--- src/rtl/kamus_ctrl.sv ---
// kamus_ctrl: multi-cycle FETCH..WB sequencer for kamus-v RV32I (PC, imem/dmem handshakes, traps).
// Latency at zero wait: 4 branch/fence/trap, 5 ALU/jump, 6 store, 7 load; requests held stable until gnt.
// Define KAMUS_MISALIGN_TRAP_EN to trap on misaligned jump/branch targets and data accesses.
package kamus_pkg;

  typedef enum logic [4:0] {
    OP_INVALID = 5'd0,
    OP_LUI,
    OP_AUIPC,
    OP_JAL,
    OP_JALR,
    OP_BEQ,
    OP_BNE,
    OP_BLT,
    OP_BGE,
    OP_BLTU,
    OP_BGEU,
    OP_LOAD,
    OP_STORE,
    OP_ADD,
    OP_SUB,
    OP_SLL,
    OP_SLT,
    OP_SLTU,
    OP_XOR,
    OP_SRL,
    OP_SRA,
    OP_OR,
    OP_AND,
    OP_FENCE,
    OP_FENCE_I,
    OP_ECALL,
    OP_EBREAK,
    OP_CSR
  } operation_e;

endpackage

module kamus_ctrl
  import kamus_pkg::*;
#(
  parameter logic [31:0] RESET_PC = 32'h0000_0000,
  parameter logic [31:0] TRAP_VEC = 32'h0000_0100
) (
  input  logic        clk_i,
  input  logic        rst_ni,
  input  operation_e  operation_i,
  input  logic [1:0]  mem_size_i,
  input  logic [31:0] alu_res_i,
  input  logic        branch_taken_i,
  output logic        imem_req_o,
  output logic [31:0] imem_addr_o,
  input  logic        imem_gnt_i,
  input  logic        imem_rvalid_i,
  output logic        ir_we_o,
  output logic        dmem_req_o,
  output logic        dmem_we_o,
  input  logic        dmem_gnt_i,
  input  logic        dmem_rvalid_i,
  output logic        rf_we_o,
  output logic [31:0] pc_o,
  output logic        trap_o,
  output logic [3:0]  mcause_o,
  output logic [31:0] mepc_o,
  output logic        instret_o
);

  localparam logic [3:0] CAUSE_IADDR_MISALIGN = 4'd0;
  localparam logic [3:0] CAUSE_ILLEGAL        = 4'd2;
  localparam logic [3:0] CAUSE_BREAK          = 4'd3;
  localparam logic [3:0] CAUSE_LD_MISALIGN    = 4'd4;
  localparam logic [3:0] CAUSE_ST_MISALIGN    = 4'd6;
  localparam logic [3:0] CAUSE_ECALL          = 4'd11;

  typedef enum logic [2:0] {
    S_FETCH,
    S_FETCH_WAIT,
    S_DECODE,
    S_EXEC,
    S_MEM_REQ,
    S_MEM_WAIT,
    S_WB,
    S_TRAP
  } state_e;

  state_e      r_state, w_state_nxt;
  logic        r_run;
  logic [31:0] r_pc, w_pc_nxt;
  logic [31:0] r_mepc, w_mepc_nxt;
  logic [3:0]  r_mcause, w_mcause_nxt;
  logic [3:0]  r_cause, w_cause_nxt;

  logic        w_is_branch;
  logic        w_is_fence;
  logic        w_is_jump;
  logic        w_is_load;
  logic        w_is_store;
  logic        w_is_sys;
  logic [3:0]  w_sys_cause;
  logic [31:0] w_pc_plus4;
  logic [31:0] w_jump_tgt;
  logic        w_tgt_misalign;
  logic        w_mem_misalign;

  assign w_is_branch = operation_i inside {OP_BEQ, OP_BNE, OP_BLT, OP_BGE, OP_BLTU, OP_BGEU};
  assign w_is_fence  = operation_i inside {OP_FENCE, OP_FENCE_I};
  assign w_is_jump   = operation_i inside {OP_JAL, OP_JALR};
  assign w_is_load   = (operation_i == OP_LOAD);
  assign w_is_store  = (operation_i == OP_STORE);
  assign w_is_sys    = operation_i inside {OP_INVALID, OP_ECALL, OP_EBREAK};

  always_comb begin
    w_sys_cause = CAUSE_ILLEGAL;
    if (operation_i == OP_ECALL) begin
      w_sys_cause = CAUSE_ECALL;
    end else if (operation_i == OP_EBREAK) begin
      w_sys_cause = CAUSE_BREAK;
    end
  end

  assign w_pc_plus4 = r_pc + 32'd4;
  // Branch targets pass through; JALR clears bit0 of the computed target.
  assign w_jump_tgt = (operation_i == OP_JALR) ? {alu_res_i[31:1], 1'b0} : alu_res_i;

`ifdef KAMUS_MISALIGN_TRAP_EN
  assign w_tgt_misalign = (w_jump_tgt[1:0] != 2'b00);
  assign w_mem_misalign = (mem_size_i == 2'b01) ? alu_res_i[0] :
                          (mem_size_i[1]        ? (alu_res_i[1:0] != 2'b00) : 1'b0);
`else
  logic w_unused_size;
  assign w_unused_size  = ^mem_size_i;
  assign w_tgt_misalign = 1'b0;
  assign w_mem_misalign = 1'b0;
`endif

  always_ff @(posedge clk_i or negedge rst_ni) begin
    if (!rst_ni) begin
      r_state  <= S_FETCH;
      r_run    <= 1'b0;
      r_pc     <= RESET_PC;
      r_mepc   <= '0;
      r_mcause <= '0;
      r_cause  <= '0;
    end else begin
      r_state  <= w_state_nxt;
      r_run    <= 1'b1;
      r_pc     <= w_pc_nxt;
      r_mepc   <= w_mepc_nxt;
      r_mcause <= w_mcause_nxt;
      r_cause  <= w_cause_nxt;
    end
  end

  // r_run keeps every strobe quiet until the first edge after reset release.
  always_comb begin
    w_state_nxt  = r_state;
    w_pc_nxt     = r_pc;
    w_mepc_nxt   = r_mepc;
    w_mcause_nxt = r_mcause;
    w_cause_nxt  = r_cause;
    imem_req_o   = 1'b0;
    ir_we_o      = 1'b0;
    dmem_req_o   = 1'b0;
    dmem_we_o    = 1'b0;
    rf_we_o      = 1'b0;
    trap_o       = 1'b0;
    instret_o    = 1'b0;

    if (r_run) begin
      case (r_state)
        S_FETCH: begin
          imem_req_o = 1'b1;
          if (imem_gnt_i) begin
            w_state_nxt = S_FETCH_WAIT;
          end
        end

        S_FETCH_WAIT: begin
          if (imem_rvalid_i) begin
            ir_we_o     = 1'b1;
            w_state_nxt = S_DECODE;
          end
        end

        S_DECODE: begin
          if (w_is_sys) begin
            w_cause_nxt = w_sys_cause;
            w_state_nxt = S_TRAP;
          end else begin
            w_state_nxt = S_EXEC;
          end
        end

        S_EXEC: begin
          if (w_is_load || w_is_store) begin
            if (w_mem_misalign) begin
              w_cause_nxt = w_is_load ? CAUSE_LD_MISALIGN : CAUSE_ST_MISALIGN;
              w_state_nxt = S_TRAP;
            end else begin
              w_state_nxt = S_MEM_REQ;
            end
          end else if (w_is_branch) begin
            if (branch_taken_i && w_tgt_misalign) begin
              w_cause_nxt = CAUSE_IADDR_MISALIGN;
              w_state_nxt = S_TRAP;
            end else begin
              w_pc_nxt    = branch_taken_i ? alu_res_i : w_pc_plus4;
              instret_o   = 1'b1;
              w_state_nxt = S_FETCH;
            end
          end else if (w_is_fence) begin
            w_pc_nxt    = w_pc_plus4;
            instret_o   = 1'b1;
            w_state_nxt = S_FETCH;
          end else if (w_is_jump && w_tgt_misalign) begin
            w_cause_nxt = CAUSE_IADDR_MISALIGN;
            w_state_nxt = S_TRAP;
          end else begin
            w_state_nxt = S_WB;
          end
        end

        S_MEM_REQ: begin
          dmem_req_o = 1'b1;
          dmem_we_o  = w_is_store;
          if (dmem_gnt_i) begin
            w_state_nxt = S_MEM_WAIT;
          end
        end

        S_MEM_WAIT: begin
          if (dmem_rvalid_i) begin
            if (w_is_store) begin
              w_pc_nxt    = w_pc_plus4;
              instret_o   = 1'b1;
              w_state_nxt = S_FETCH;
            end else begin
              w_state_nxt = S_WB;
            end
          end
        end

        S_WB: begin
          rf_we_o     = 1'b1;
          instret_o   = 1'b1;
          w_pc_nxt    = w_is_jump ? w_jump_tgt : w_pc_plus4;
          w_state_nxt = S_FETCH;
        end

        S_TRAP: begin
          trap_o       = 1'b1;
          w_mepc_nxt   = r_pc;
          w_mcause_nxt = r_cause;
          w_pc_nxt     = TRAP_VEC;
          w_state_nxt  = S_FETCH;
        end

        default: begin
          w_state_nxt = S_FETCH;
        end
      endcase
    end
  end

  assign imem_addr_o = r_pc;
  assign pc_o        = r_pc;
  assign mepc_o      = r_mepc;
  assign mcause_o    = r_mcause;

endmodule

--- config.mk ---
export PLATFORM = sky130hd
export DESIGN_NAME = kamus_ctrl
export DESIGN_NICKNAME = d
export VERILOG_FILES = /design/src/rtl/kamus_ctrl.sv
export SDC_FILE = /design/constraint.sdc
export NUM_CORES = 1
export LEC_CHECK = 0
export CAP_MARGIN = 30
export CORE_ASPECT_RATIO = 1.75
export CORE_UTILIZATION = 30
export DETAILED_ROUTE_END_ITERATION = 10
export PLACE_DENSITY = 0.61
export RECOVER_POWER = 50
export SLEW_MARGIN = 25
export SYNTH_ARGS = -nofsm -noshare
export SYNTH_HDL_FRONTEND = slang
export SYNTH_SLANG_ARGS = --single-unit
--- constraint.sdc ---
create_clock -name clk_i -period 2.4 [get_ports clk_i]
set_input_delay 0.48 -clock clk_i [delete_from_list [all_inputs] [get_ports clk_i]]
set_output_delay 0.48 -clock clk_i [all_outputs]
set_load 0.005 [all_outputs]
Word-level counts from Yosys, hierarchy flattened
Cells that the tools add are included.
W data, S select, Z words.
{"block": "word_totals", "inputBits": 46, "reg_bits": 76}
{"block": "classes", "n_reduce_logical": 13, "eq_ne": 28, "addsub": 1, "muxes": 41}
{"op": "$mux W32", "count": 7}
{"op": "$pmux W32 S4", "count": 1}
{"op": "$add A32 B3 Y32 const B", "count": 1}
{"op": "$mux W3", "count": 9}
{"op": "$eq A5 B4 Y1 const B", "count": 5}
{"op": "$mux W1", "count": 21}
{"op": "$pmux W3 S7", "count": 1}
{"op": "$eq A5 B3 Y1 const B", "count": 4}
{"op": "$eq A5 B5 Y1 const B", "count": 4}
{"op": "$eq A3 B3 Y1 const B", "count": 4}
{"op": "$ne A2 B2 Y1 const B", "count": 6}
{"op": "$eq A3 B2 Y1 const B", "count": 2}
{"op": "$reduce_and A6 Y1", "count": 1}
{"op": "$reduce_bool A6 Y1", "count": 1}
{"op": "$eq A5 B2 Y1 const B", "count": 1}
{"op": "$logic_not A5 Y1", "count": 1}
{"op": "$reduce_and A5 Y1", "count": 1}
{"op": "$mux W4", "count": 1}
{"op": "$reduce_bool A2 Y1", "count": 2}
{"op": "$reduce_bool A4 Y1", "count": 1}
{"op": "$eq A3 B1 Y1 const B", "count": 1}
{"op": "$logic_not A3 Y1", "count": 1}
{"op": "$ne A3 B3 Y1 const B", "count": 1}
{"op": "$pmux W1 S3", "count": 1}
{"op": "other kinds (5)", "count": 5}

Logic depth before layout (Yosys ltp)
{"block": "depth", "ltp_word": 7, "mapped_depth": 9, "ltp_nobuf": 7}

Worst setup path after synthesis
Ideal clock, no wire load.
{"block": "synth_path", "path_kind": "input-to-reg", "startpoint": "input port operation_i[2]", "endpoint": "register r_pc[24], in the netlist imem_addr_o[24]", "path_slack_ns": 0.309, "arrival_time_ns": 1.970, "cell_stages": 8, "path_cell_list": "buf_6 -> or3b_1 -> a211oi_2 -> o21bai_1 -> and2_4 -> buf_6 -> a22o_1 -> a22o_1"}
{"block": "synth_via", "elab_chain_len": 5, "word_cells_on_any_way": 24, "cone_classes": "eq/ne (15); mux (4); reduce/logical (5)"}
{"element": "start, declared", "line_no": "47", "source": "input operation_e operation_i,"}
{"element": "$eq A5 B3 Y1 or $eq A5 B4 Y1 (tied branches)", "line_no": "105", "source": "assign w_is_branch = operation_i inside {OP_BEQ, OP_BNE, OP_BLT, OP_BGE, OP_BLTU, OP_BGEU};"}
{"element": "$reduce_bool A6 Y1", "line_no": "105"}
{"element": "$mux W32", "line_no": "202", "source": "end else if (w_is_branch) begin"}
{"element": "$mux W32", "line_no": "195", "source": "if (w_is_load || w_is_store) begin"}
{"element": "$pmux W32 S4", "line_no": "170", "source": "case (r_state)"}
{"element": "end signal, assigned", "line_no": "147", "source": "r_pc <= w_pc_nxt;"}
{"element": "end, declared", "line_no": "88", "source": "logic [31:0] r_pc, w_pc_nxt;"}
Parallel ways exist; a longest one is shown, timed or not. The select of a mux whose other input is x is not followed.
A chain may end at the register's enable or synchronous reset.

Worst setup path after layout
{"block": "layout_path", "startpoint": "input port operation_i[3]", "endpoint": "output port instret_o"}
{"block": "layout_via", "elab_chain_len": 7, "word_cells_on_any_way": 20, "cone_classes": "eq/ne (10); mux (7); reduce/logical (3)"}
{"element": "$eq A5 B5 Y1", "line_no": "106", "source": "assign w_is_fence = operation_i inside {OP_FENCE, OP_FENCE_I};"}
{"element": "$reduce_bool A2 Y1", "line_no": "106"}
{"element": "$mux W1", "line_no": "211", "source": "end else if (w_is_fence) begin"}
{"element": "$mux W1", "line_no": "202"}
{"element": "$mux W1", "line_no": "195"}
{"element": "$pmux W1 S3 *", "line_no": "170"}
{"element": "$mux W1 *", "line_no": "169", "source": "if (r_run) begin"}
{"element": "end, declared", "line_no": "65", "source": "output logic instret_o"}
Mark *: on every way between the ends. The rest lies on a longest branch, timed or not.

==> results.sh <==
export IMPL_synth_compound_area_share_pct=22.54
export IMPL_peakVddDrop_mv=0.3788
export IMPL_clk_insertion_delay_late_ps=330
export IMPL_drive_above_1_share_pct=13.28
export IMPL_drt_pass1_iterations=5
export IMPL_antenna_found_initial=0
export IMPL_clk_pin_slew_ps=60
export IMPL_synthAdderAreaFrac_pct=0.7437
export IMPL_synthArstFlopShare_pct=100.0
export IMPL_final_util_pct=45.39
export IMPL_layout_common_cells="clkdlybuf4s50_1, nand2_1, dfrtp_1"
export IMPL_yosysSeqAreaShare_pct=42.33
export IMPL_cpMaxStageDelayCell="dlygate4sd2_1"
export IMPL_design_area_um2=6489
export IMPL_worstPathCellList="dlygate4sd2_1 > buf_6 > buf_4 > xnor2_1 > a21oi_2 > a21o_1 > a21oi_1 > nor2b_1 > dlygate4sd2_1"
export IMPL_synth_edff_count=0
export IMPL_fin_nets=712
export IMPL_hold_violations=0
export IMPL_powerDensity_nw_per_um2=1004
export IMPL_grt_use_total_pct=18.86
export IMPL_synth_simple_gate_area_share_pct=21.08
export IMPL_holdBufCountCts=0
export IMPL_yosys_area_top_type_share_pct=42.33
export IMPL_die_x_um=93.28
export IMPL_routed_via_density=5.162
export IMPL_final_antenna_net_count=0
export IMPL_fill_cells=1387
export IMPL_critPathMaxFanout=6
export IMPL_fp_dieArea_um2=15090
export IMPL_ys_dominant_reg_cell="dfrtp_1"
export IMPL_crit_buf_inv=4
export IMPL_fmax_mhz=434.3
export IMPL_worstMarginPinSlew_ps=967.6
export IMPL_cp_top_family="buffers and inverters"
export IMPL_vias=4388
export IMPL_cts_root_buffer="clkbuf_16"
export IMPL_critical_path_class="input pin to output pin"
export IMPL_synth_area_leader_cell="dfrtp_1"
export IMPL_synth_xor_xnor_area_share_pct=0.4005
export IMPL_netlist_instances=514
export IMPL_layout_commonest_cell="clkdlybuf4s50_1"
export IMPL_timing_final_max_slew_violations=0
export IMPL_synthTopCellsByArea="dfrtp_1, nand2_1, buf_4"
export IMPL_syn_cell_area_um2=4374
export IMPL_setup_viol=0
export IMPL_min_path_type="input pin to asynchronous set/reset pin"
export IMPL_portBuffers=149
export IMPL_syn_to_final_growth_pct=48.34
export IMPL_critPathLaunchType="input pin"
export IMPL_placed_cell_area_um2=6167
export IMPL_crit_arrival_ps=1820
export IMPL_status="finished, final reports clean"
export IMPL_cts_tree="built"
export IMPL_min_period_ps=2302
export IMPL_slew_headroom_pct=35.49
export IMPL_grt_pass1_wl_mm=22.05
export IMPL_die_height_um=161.7
export IMPL_final_cells=850
export IMPL_num_rows=58
export IMPL_gp_routability_congestion=0.8488
export IMPL_post_route_drc_count=0
export IMPL_drt_iter0_drc=237
export IMPL_ys_seq_elements=74
export IMPL_finClkSkew_ps=5.064
export IMPL_clock_sinks=74
export IMPL_clock_path_buffers=2
export IMPL_synth_mux_area_share_pct=0.7437
export IMPL_wl_mm=13.96
export IMPL_numCtsBuffers=9
export IMPL_h_tree_depth=3
export IMPL_rsz0062_at_grt="no"
export IMPL_ios=153
export IMPL_grt_max_degree=52
export IMPL_synth_net_count=561
export IMPL_grt_pass1_vias=4311
export IMPL_max_stage_delay_ps=250
export IMPL_synth_top_family_by_area="compound AO/OA/AOI/OAI gates"
export IMPL_avgSynthCellArea_um2=8.510
export IMPL_crit_path_end_kind="output pin"
export IMPL_antenna_cells=0
export IMPL_initial_utilization_pct=30.60
export IMPL_synth_warnings=0
export IMPL_critPathMostFrequentCell="dlygate4sd2_1"
export IMPL_power_total_w=0.006513
export IMPL_power_leakage_nw=2.789
export IMPL_hpwl_mm=10.51
export IMPL_synth_cell_types=58
export IMPL_critPathRequiredTime_ps=1920
export IMPL_grt_overflow=0
export IMPL_place_inst=830
export IMPL_maxCapViolCount=0
export IMPL_wl_per_cell_um=16.42
export IMPL_core_area_um2=14300
export IMPL_post_route_period_util_pct=95.94
## sequential cells by signal, indices dropped and copies added, names as in the netlist
name / flops
imem_addr_o: 32
mepc_o: 32
mcause_o: 3
r_cause: 3
r_state: 3
r_run: 1
## power by group
group          total, W  switching [W]  internal [W]  leakage, nW
Combinational   0.00298        0.00128       0.00170         1.68
Sequential      0.00216       0.000450       0.00171        0.957
Clock           0.00137       0.000518      0.000856        0.151
## path summary, 6_finish.rpt
| kind | startpoint | to | slack, ps | cells past startpoint |
|---|---|---|---|---|
| setup / recovery | operation_i[3] | instret_o | 100 | 9 |
| hold / removal | rst_ni | mepc_o[28] | 290 | 1 |
| setup reg to reg | imem_addr_o[4] | imem_addr_o[31] | 270 | 6 |
| hold reg to reg | mepc_o[19] | mepc_o[19] | 470 | 2 |
| max in group asynchronous | rst_ni | imem_addr_o[6] | 620 | 2 |
| min in group clk_i | mepc_o[19] | mepc_o[19] | 470 | 2 |
## Yosys cell counts (11+ instances only)
cell,n
nor2_1,24
o2bb2ai_1,17
a22oi_1,13
nand4_1,11
inv_1,22
buf_4,39
clkbuf_1,15
nand2_1,97
and3_1,12
a21oi_1,17
dfrtp_1,74
nor3_1,17
o21ai_0,47
## logic make-up (layout without fill, tap and decap cells)
family                   Yosys count  count (layout)
buffers and inverters             91             247
multiplexers                       3               3
flip-flops                        74              74
AO/OA/AOI/OAI                    142             142
AND/OR/NAND/NOR                  197             197
other                              2               2
XOR/XNOR                           2               2
adder cells (fa/ha/maj)            3               3
## metrics by stage
| step | worst slack [ps] | hold slack (ps) | TNS (ps) |
|---|---|---|---|
| 3_5_place_dp | -396.0 | 460.4 | -10220 |
| 3_3_place_gp | -389.9 | 458.3 | -9345 |
| 6_report | 97.50 | 291.6 | 0 |
| 2_1_floorplan | 308.8 | 184.4 | 0 |
| 5_1_grt | 8.970 | 370.0 | 0 |
| 4_1_cts | 6.801 | 127.6 | 0 |
## routing by layer
metal / track usage (%) / vias up / wire length, µm
met4: 8.462 / 0 / 386
li1: - / 2101 / -
met1: 20.61 / 2121 / 5321
met3: 2.341 / 22 / 587
met5: 0 / - / 0
met2: 35.46 / 144 / 7662
## timing repair
item	4_1_cts	5_1_grt
pin swaps	2	0
gates cloned	0	0
setup buffers	4	0
setup endpoints to repair	2	3
gates resized for setup	10	2
## cell type report
class | instances | area (µm²) | share of cell area (%)
clock buffer | 11 | 252.7 | 3.895
clock inverter | 5 | 52.55 | 0.8099
inverter | 22 | 82.58 | 1.273
multi-input combinational | 349 | 2004 | 30.89
sequential | 74 | 1853 | 28.56
tap | 180 | 225.2 | 3.471
timing repair buffer | 209 | 2018 | 31.10
(Power assumes the default switching activity.)
